--- src/rtl/mips_ctrl_pkg.sv ---
// Shared types and constants for the multi-cycle MIPS control unit.
// States, opcodes, ALU codes, mux selects and the decode helpers.
package mips_ctrl_pkg;

  typedef enum logic [3:0] {
    FETCH,
    DECODE,
    R_EXEC,
    R_WB,
    I_EXEC,
    I_WB,
    MEM_ADDR,
    MEM_RD,
    MEM_WB,
    MEM_WR,
    BRANCH,
    JUMP,
    JAL,
    FAULT
  } state_t;

  localparam logic [5:0] OP_RTYPE = 6'h00;
  localparam logic [5:0] OP_J     = 6'h02;
  localparam logic [5:0] OP_JAL   = 6'h03;
  localparam logic [5:0] OP_BEQ   = 6'h04;
  localparam logic [5:0] OP_BNE   = 6'h05;
  localparam logic [5:0] OP_ADDI  = 6'h08;
  localparam logic [5:0] OP_ANDI  = 6'h0c;
  localparam logic [5:0] OP_ORI   = 6'h0d;
  localparam logic [5:0] OP_LUI   = 6'h0f;
  localparam logic [5:0] OP_LW    = 6'h23;
  localparam logic [5:0] OP_SW    = 6'h2b;

  localparam logic [2:0] ALU_OR  = 3'b001;
  localparam logic [2:0] ALU_AND = 3'b010;
  localparam logic [2:0] ALU_SUB = 3'b011;
  localparam logic [2:0] ALU_ADD = 3'b100;
  localparam logic [2:0] ALU_LUI = 3'b110;
  localparam logic [2:0] ALU_R   = 3'b111;

  localparam logic [1:0] DST_RT = 2'b00;
  localparam logic [1:0] DST_RD = 2'b01;
  localparam logic [1:0] DST_RA = 2'b10;

  localparam logic [1:0] WD_ALUOUT = 2'b00;
  localparam logic [1:0] WD_MDR    = 2'b01;
  localparam logic [1:0] WD_PC     = 2'b10;

  localparam logic [1:0] SRCB_RT    = 2'b00;
  localparam logic [1:0] SRCB_FOUR  = 2'b01;
  localparam logic [1:0] SRCB_IMM   = 2'b10;
  localparam logic [1:0] SRCB_IMMSH = 2'b11;

  localparam logic [1:0] PCS_ALU    = 2'b00;
  localparam logic [1:0] PCS_ALUOUT = 2'b01;
  localparam logic [1:0] PCS_JUMP   = 2'b10;

  function automatic state_t decode_next(input logic [5:0] op);
    state_t s;
    s = FAULT;
    unique case (1'b1)
      op == OP_RTYPE: s = R_EXEC;
      op == OP_ADDI,
      op == OP_LUI,
      op == OP_ORI,
      op == OP_ANDI:  s = I_EXEC;
      op == OP_LW,
      op == OP_SW:    s = MEM_ADDR;
      op == OP_BEQ,
      op == OP_BNE:   s = BRANCH;
      op == OP_J:     s = JUMP;
      op == OP_JAL:   s = JAL;
      default:        s = FAULT;
    endcase
    return s;
  endfunction

  function automatic logic [2:0] imm_alu_op(input logic [5:0] op);
    logic [2:0] a;
    a = ALU_ADD;
    unique case (1'b1)
      op == OP_LUI:  a = ALU_LUI;
      op == OP_ORI:  a = ALU_OR;
      op == OP_ANDI: a = ALU_AND;
      default:       a = ALU_ADD;
    endcase
    return a;
  endfunction

endpackage

--- src/rtl/mips_ctrl_wait_timer.sv ---
// Memory wait counter: counts stalled cycles, flags expiry
// on the last allowed stalled cycle.
module mips_ctrl_wait_timer #(
  parameter int TIMEOUT_CYCLES = 15
) (
  input  logic clk,
  input  logic reset,
  input  logic en,
  input  logic clr,
  output logic expire
);

  localparam int CW = $clog2(TIMEOUT_CYCLES + 1);

  logic [CW-1:0] cnt;

  always_ff @(posedge clk) begin
    if (reset || clr) begin
      cnt <= '0;
    end else if (en) begin
      cnt <= cnt + CW'(1);
    end
  end

  // A ready in the same cycle keeps en low, so ready always wins.
  assign expire = en && (cnt == CW'(TIMEOUT_CYCLES - 1));

endmodule

--- src/rtl/mips_multicycle_control.sv ---
// Multi-cycle MIPS control FSM with memory handshake,
// timeout / illegal-opcode fault and retire counter.
module mips_multicycle_control
  import mips_ctrl_pkg::*;
#(
  parameter int ALU_OP_W       = 3,
  parameter int TIMEOUT_CYCLES = 15,
  parameter int CNT_W          = 32
) (
  input  logic                clk,
  input  logic                reset,
  input  logic [5:0]          opcode_i,
  input  logic                zero_i,
  input  logic                mem_ready_i,
  output logic                pc_en_o,
  output logic                iord_o,
  output logic                mem_read_o,
  output logic                mem_write_o,
  output logic                ir_write_o,
  output logic [1:0]          reg_dst_o,
  output logic [1:0]          mem_to_reg_o,
  output logic                reg_write_o,
  output logic                alu_src_a_o,
  output logic [1:0]          alu_src_b_o,
  output logic [ALU_OP_W-1:0] alu_op_o,
  output logic [1:0]          pc_src_o,
  output logic                fault_o,
  output logic [CNT_W-1:0]    retired_o
);

  state_t     state;
  logic       waiting;
  logic       wait_en;
  logic       expire;
  logic       retire;
  logic [2:0] alu3;

  assign waiting = (state == FETCH) || (state == MEM_RD)
                || (state == MEM_WR);
  assign wait_en = waiting && !mem_ready_i;

  mips_ctrl_wait_timer #(
    .TIMEOUT_CYCLES(TIMEOUT_CYCLES)
  ) u_timer (
    .clk   (clk),
    .reset (reset),
    .en    (wait_en),
    .clr   (!wait_en),
    .expire(expire)
  );

  always_comb begin
    retire = 1'b0;
    unique case (state)
      R_WB, I_WB, MEM_WB,
      BRANCH, JUMP, JAL: retire = 1'b1;
      MEM_WR:            retire = mem_ready_i;
      default:           retire = 1'b0;
    endcase
  end

  always_ff @(posedge clk) begin
    if (reset) begin
      state     <= FETCH;
      retired_o <= '0;
    end else begin
      if (retire) retired_o <= retired_o + CNT_W'(1);
      unique case (state)
        FETCH: begin
          if (expire)           state <= FAULT;
          else if (mem_ready_i) state <= DECODE;
        end
        DECODE:   state <= decode_next(opcode_i);
        R_EXEC:   state <= R_WB;
        I_EXEC:   state <= I_WB;
        MEM_ADDR: state <= (opcode_i == OP_SW) ? MEM_WR : MEM_RD;
        MEM_RD: begin
          if (expire)           state <= FAULT;
          else if (mem_ready_i) state <= MEM_WB;
        end
        MEM_WR: begin
          if (expire)           state <= FAULT;
          else if (mem_ready_i) state <= FETCH;
        end
        R_WB, I_WB, MEM_WB,
        BRANCH, JUMP, JAL: state <= FETCH;
        FAULT:             state <= FAULT;
        default:           state <= FAULT;
      endcase
    end
  end

  always_comb begin
    pc_en_o      = 1'b0;
    iord_o       = 1'b0;
    mem_read_o   = 1'b0;
    mem_write_o  = 1'b0;
    ir_write_o   = 1'b0;
    reg_dst_o    = DST_RT;
    mem_to_reg_o = WD_ALUOUT;
    reg_write_o  = 1'b0;
    alu_src_a_o  = 1'b0;
    alu_src_b_o  = SRCB_RT;
    alu3         = 3'b000;
    pc_src_o     = PCS_ALU;
    fault_o      = 1'b0;
    unique case (state)
      FETCH: begin
        mem_read_o  = 1'b1;
        alu_src_b_o = SRCB_FOUR;
        alu3        = ALU_ADD;
        ir_write_o  = mem_ready_i;
        pc_en_o     = mem_ready_i;
      end
      DECODE: begin
        alu_src_b_o = SRCB_IMMSH;
        alu3        = ALU_ADD;
      end
      R_EXEC: begin
        alu_src_a_o = 1'b1;
        alu3        = ALU_R;
      end
      R_WB: begin
        reg_write_o = 1'b1;
        reg_dst_o   = DST_RD;
      end
      I_EXEC: begin
        alu_src_a_o = 1'b1;
        alu_src_b_o = SRCB_IMM;
        alu3        = imm_alu_op(opcode_i);
      end
      I_WB: reg_write_o = 1'b1;
      MEM_ADDR: begin
        alu_src_a_o = 1'b1;
        alu_src_b_o = SRCB_IMM;
        alu3        = ALU_ADD;
      end
      MEM_RD: begin
        mem_read_o = 1'b1;
        iord_o     = 1'b1;
      end
      MEM_WB: begin
        reg_write_o  = 1'b1;
        mem_to_reg_o = WD_MDR;
      end
      MEM_WR: begin
        mem_write_o = 1'b1;
        iord_o      = 1'b1;
      end
      BRANCH: begin
        alu_src_a_o = 1'b1;
        alu3        = ALU_SUB;
        pc_src_o    = PCS_ALUOUT;
        pc_en_o     = ((opcode_i == OP_BEQ) && zero_i)
                   || ((opcode_i == OP_BNE) && !zero_i);
      end
      JUMP: begin
        pc_src_o = PCS_JUMP;
        pc_en_o  = 1'b1;
      end
      JAL: begin
        pc_src_o     = PCS_JUMP;
        pc_en_o      = 1'b1;
        reg_write_o  = 1'b1;
        reg_dst_o    = DST_RA;
        mem_to_reg_o = WD_PC;
      end
      FAULT:   fault_o = 1'b1;
      default: fault_o = 1'b1;
    endcase
  end

  assign alu_op_o = ALU_OP_W'(alu3);

endmodule
--- config.mk ---
export PLATFORM = sky130hd
export DESIGN_NAME = mips_multicycle_control
export DESIGN_NICKNAME = d
export VERILOG_FILES = /design/src/rtl/mips_ctrl_pkg.sv /design/src/rtl/mips_ctrl_wait_timer.sv /design/src/rtl/mips_multicycle_control.sv
export SDC_FILE = /design/constraint.sdc
export NUM_CORES = 1
export LEC_CHECK = 0
export CORE_MARGIN = 2
export CORE_UTILIZATION = 43
export DETAILED_ROUTE_END_ITERATION = 10
export PLACE_DENSITY = 0.72
export SLEW_MARGIN = 20
export SYNTH_ARGS = -nofsm -noshare
export SYNTH_HDL_FRONTEND = slang
export SYNTH_SLANG_ARGS = --single-unit
export TNS_END_PERCENT = 20
--- constraint.sdc ---
create_clock -name clk -period 2.2 [get_ports clk]
set_clock_uncertainty 0.2 [all_clocks]
set_input_delay 0.33 -clock clk [delete_from_list [all_inputs] [get_ports clk]]
set_output_delay 0.33 -clock clk [all_outputs]
set_load 0.005 [all_outputs]
==> summary.md <==
| Metric | Value |
|---|---|
| Largest delay share family, worst path | `buffers and inverters` |
| Initial antenna violation count | `0` |
| CTS Buf Count | `5` |
| Multi-input gate area | `1590 µm²` |
| WL/cell | `13.7 µm` |
| Gpl congestion | `0.860` |
| Leak | `1.45 nW` |
| Grt total ovfl | `0` |
| Root buf cell | `clkbuf_8` |
| Leading area contributor after synthesis | `dfxtp_1` |
| FP Rows | `27` |
| Tightest Pin Transition | `0.505 ns` |
| Fillcell total | `469` |
| Final WS setup | `-0.0235 ns` |
| HP Class | `in -> reg` |
| Fmax | `450 MHz` |
| Mapped cell area | `2380 µm²` |
| Non-Filler Instances | `479` |
| DP Area | `3370 µm²` |
| FF+latch count, synth | `40` |
| Mapped Nets | `316` |
| Worst Hold Slack | `0.254 ns` |
| First-pass GRT wire length | `10900 µm` |
| Endpoint class of the critical path | `flip-flop` |
| Final Cycle Share | `101%` |
| Critical path arrival | `2.25 ns` |
| Placed insts | `466` |
| Largest net degree at the start of global routing | `33` |
| Worst Path Buf+Inv | `2` |
| H-tree Lvls | `2` |
| Final nets | `419` |
| Die area | `6140 µm²` |
| Layout Utilization | `67.8%` |
| CP required | `2.23 ns` |
| Share of layout cells above drive strength 1 | `24.8%` |
| GR Util met2 | `36.6%` |
| Ant diodes | `0` |
| Internal power | `2.00 mW` |
| CP max stage cell | `clkdlybuf4s50_1` |
| I/O pins | `61` |
| Avg Inst Size Synth | `7.85 µm²` |
| Tot GR Track Use | `22.1%` |
| CP peak stage delay | `0.57 ns` |
| CTS tree | `yes` |
| Die Span X | `78.4 µm` |
| Global-route met1 utilization | `28.4%` |
| Worst skew pair latency | `0.29 ns` |
| Syn. warnings | `0` |
| Synth top area cells | `dfxtp_1 (34%), nor2_1 (7.1%), xor2_1 (6.3%)` |
| PortBufs | `60` |
| GRT busiest layer | `met2` |
| Number of global-route vias before repair | `2399` |
| Status | `complete, but fails checks` |
| Maximum fanout along the worst path | `7` |
| Dominant synthesized flop cell | `dfxtp_1` |
| Final wirelength | `6570 µm` |
| Sequential power share | `27.8%` |
| Synth cell types | `52` |
| Pwr dens | `827 nW/µm²` |
| Relative slew slack | `66.1%` |
| # clock sinks | `40` |
| Peak VDD IR | `0.452 mV` |
| Clock share of power | `20.6%` |
| Core Footprint | `5410 µm²` |
| Top cell type's share of synthesized area | `33.7%` |
| Syn Inst Count | `303` |
| Detail Route Antenna Nets | `0` |
| Post-synthesis sequential area ratio | `33.7%` |
| Hpwl dp | `4810 µm` |
| EDFF count, synth | `0` |
| Chip Height | `78.4 µm` |
| DRT Pass-1 Iters | `4` |
| Unrepaired setup endpoints after global routing | `yes` |
| Sw Share | `33.9%` |
| Iter 0 DRT Violations | `186` |
| Hold Buf Count CTS | `0` |
| Sw power | `1.03 mW` |
| Worst-path clk slew | `0.08 ns` |
| Asr flop ratio synth | `0%` |
| Max_cap viols | `0` |
| Tmin final | `2.22 ns` |
| Via Count | `2555` |
| Final Hold Viols | `0` |
| Starting density of the core | `44.0%` |
| CP startpoint kind | `input pin` |
| Final Cell Area | `3660 µm²` |
| Comb pwr share | `51.7%` |
| Max clock buf depth | `2` |
| Area grow syn2layout | `54.2%` |
| Worst-path cell chain | `clkdlybuf4s50_1 > o21bai_4 > a2111oi_4 > buf_4 > nand3_4 > or4_4 > a21oi_2` |
| Register Area | `813 µm²` |
| WS Path Type | `in -> reg` |
| Slew Limit Fails | `0` |
| Vias/cell | `5.33` |
| DRC violations left | `0` |
| Failing checks | `negative setup slack` |
| Finish-stage setup viols | `1` |
| GR Util met3 | `5.06%` |
## per-layer routing
layer  wire (µm)  vias to the layer above
met5           0                        -
met4          72                        0
met3         295                        8
met2        3180                       67
met1        3020                     1201
li1            -                     1279
## cells in the mapped netlist (3+ instances only)
library cell / number
nor3_1: 8
buf_2: 3
and3_1: 4
ha_1: 3
nor3b_1: 3
and2_1: 6
nor2_1: 45
xnor2_1: 11
or3_1: 9
o21ai_0: 10
nand2_1: 22
nand4_1: 17
or2_2: 4
clkbuf_1: 9
xor2_1: 17
dfxtp_1: 40
nor4_1: 3
nand3_1: 15
nand2b_1: 7
a31oi_1: 5
a21oi_1: 20
inv_1: 8
## cell families after synthesis
kind of cell,share of synthesized area (%)
buf+inv,4.58
flops,33.7
fa+ha+maj,1.58
xor+xnor,10.3
mux,0.895
compound gates,13.5
simple gates,35.5
## final cells by class
cell class / count / share of cell area, %
Timing Repair Buffer: 112 / 27.8
Clock buffer: 6 / 2.25
Inverter: 8 / 0.819
Clock inverter: 2 / 1.06
Multi-Input combinational cell: 239 / 43.4
Sequential cell: 40 / 22.2
Tap cell: 72 / 2.46
## worst register-to-register path: cells and delay by family (launching register included)
| kind | cells | cell delay (ns) |
|---|---|---|
| AO/OA/AOI/OAI | 3 | 0.70 |
| buffers and inverters | 2 | 0.36 |
| flip-flops | 1 | 0.37 |
| AND/OR/NAND/NOR | 2 | 0.54 |
## worst paths after layout
check / to / start / slack (ns) / cells past startpoint
worst max register to register: retired_o[30] / state[2] / -0.01 / 7
worst max-delay path: retired_o[30] / mem_ready_i / -0.02 / 7
worst min register to register: u_timer.cnt[0] / u_timer.cnt[0] / 0.27 / 1
worst min-delay path: state[1] / opcode_i[4] / 0.25 / 3
## flip-flops by register name, indices dropped and copies added, names as in the netlist
signal and flops:
retired_o 32, state 4, u_timer.cnt 4
## power groups by stage
stage | clock network [mW] | registers [mW] | logic (mW)
after floorplan | 0 | 0.816 | 0.676
after detailed placement | 0 | 0.839 | 1.38
after CTS | 0.646 | 0.838 | 1.45
after global placement | 0 | 0.833 | 1.36
final | 0.624 | 0.841 | 1.57
after global routing | 0.674 | 0.849 | 1.70
## cell usage in the layout, fill, tap and decap left out, drive strengths merged, types with 8 or more instances in the layout
| cell | n |
|---|---|
| nor3 | 8 |
| inv | 8 |
| xnor2 | 11 |
| clkdlybuf4s50 | 39 |
| nand4 | 18 |
| nand2 | 22 |
| dfxtp | 40 |
| or3 | 10 |
| dlygate4sd2 | 11 |
| xor2 | 17 |
| o21ai | 10 |
| nand3 | 17 |
| nor2 | 45 |
| buf | 53 |
| a21oi | 20 |
## through the flow
| stage | setup slack, ns | setup TNS, ns | power (mW) |
|---|---|---|---|
| after global placement | -0.267 | -4.50 | 2.19 |
| after detailed placement | -0.311 | -5.95 | 2.22 |
| after CTS | -0.229 | -0.402 | 2.93 |
| after floorplan | 0.246 | 0 | 1.49 |
| final | -0.0235 | -0.0235 | 3.03 |
| after global routing | -0.0826 | -0.256 | 3.23 |
## what timing repair did
item | 4_1_cts | 5_1_grt
gates resized for setup | 35 | 25
pin swaps | 7 | 5
endpoints found under the setup margin | 22 | 23
setup buffers | 2 | 3
No activity file was read; power rests on OpenSTA's default activity.
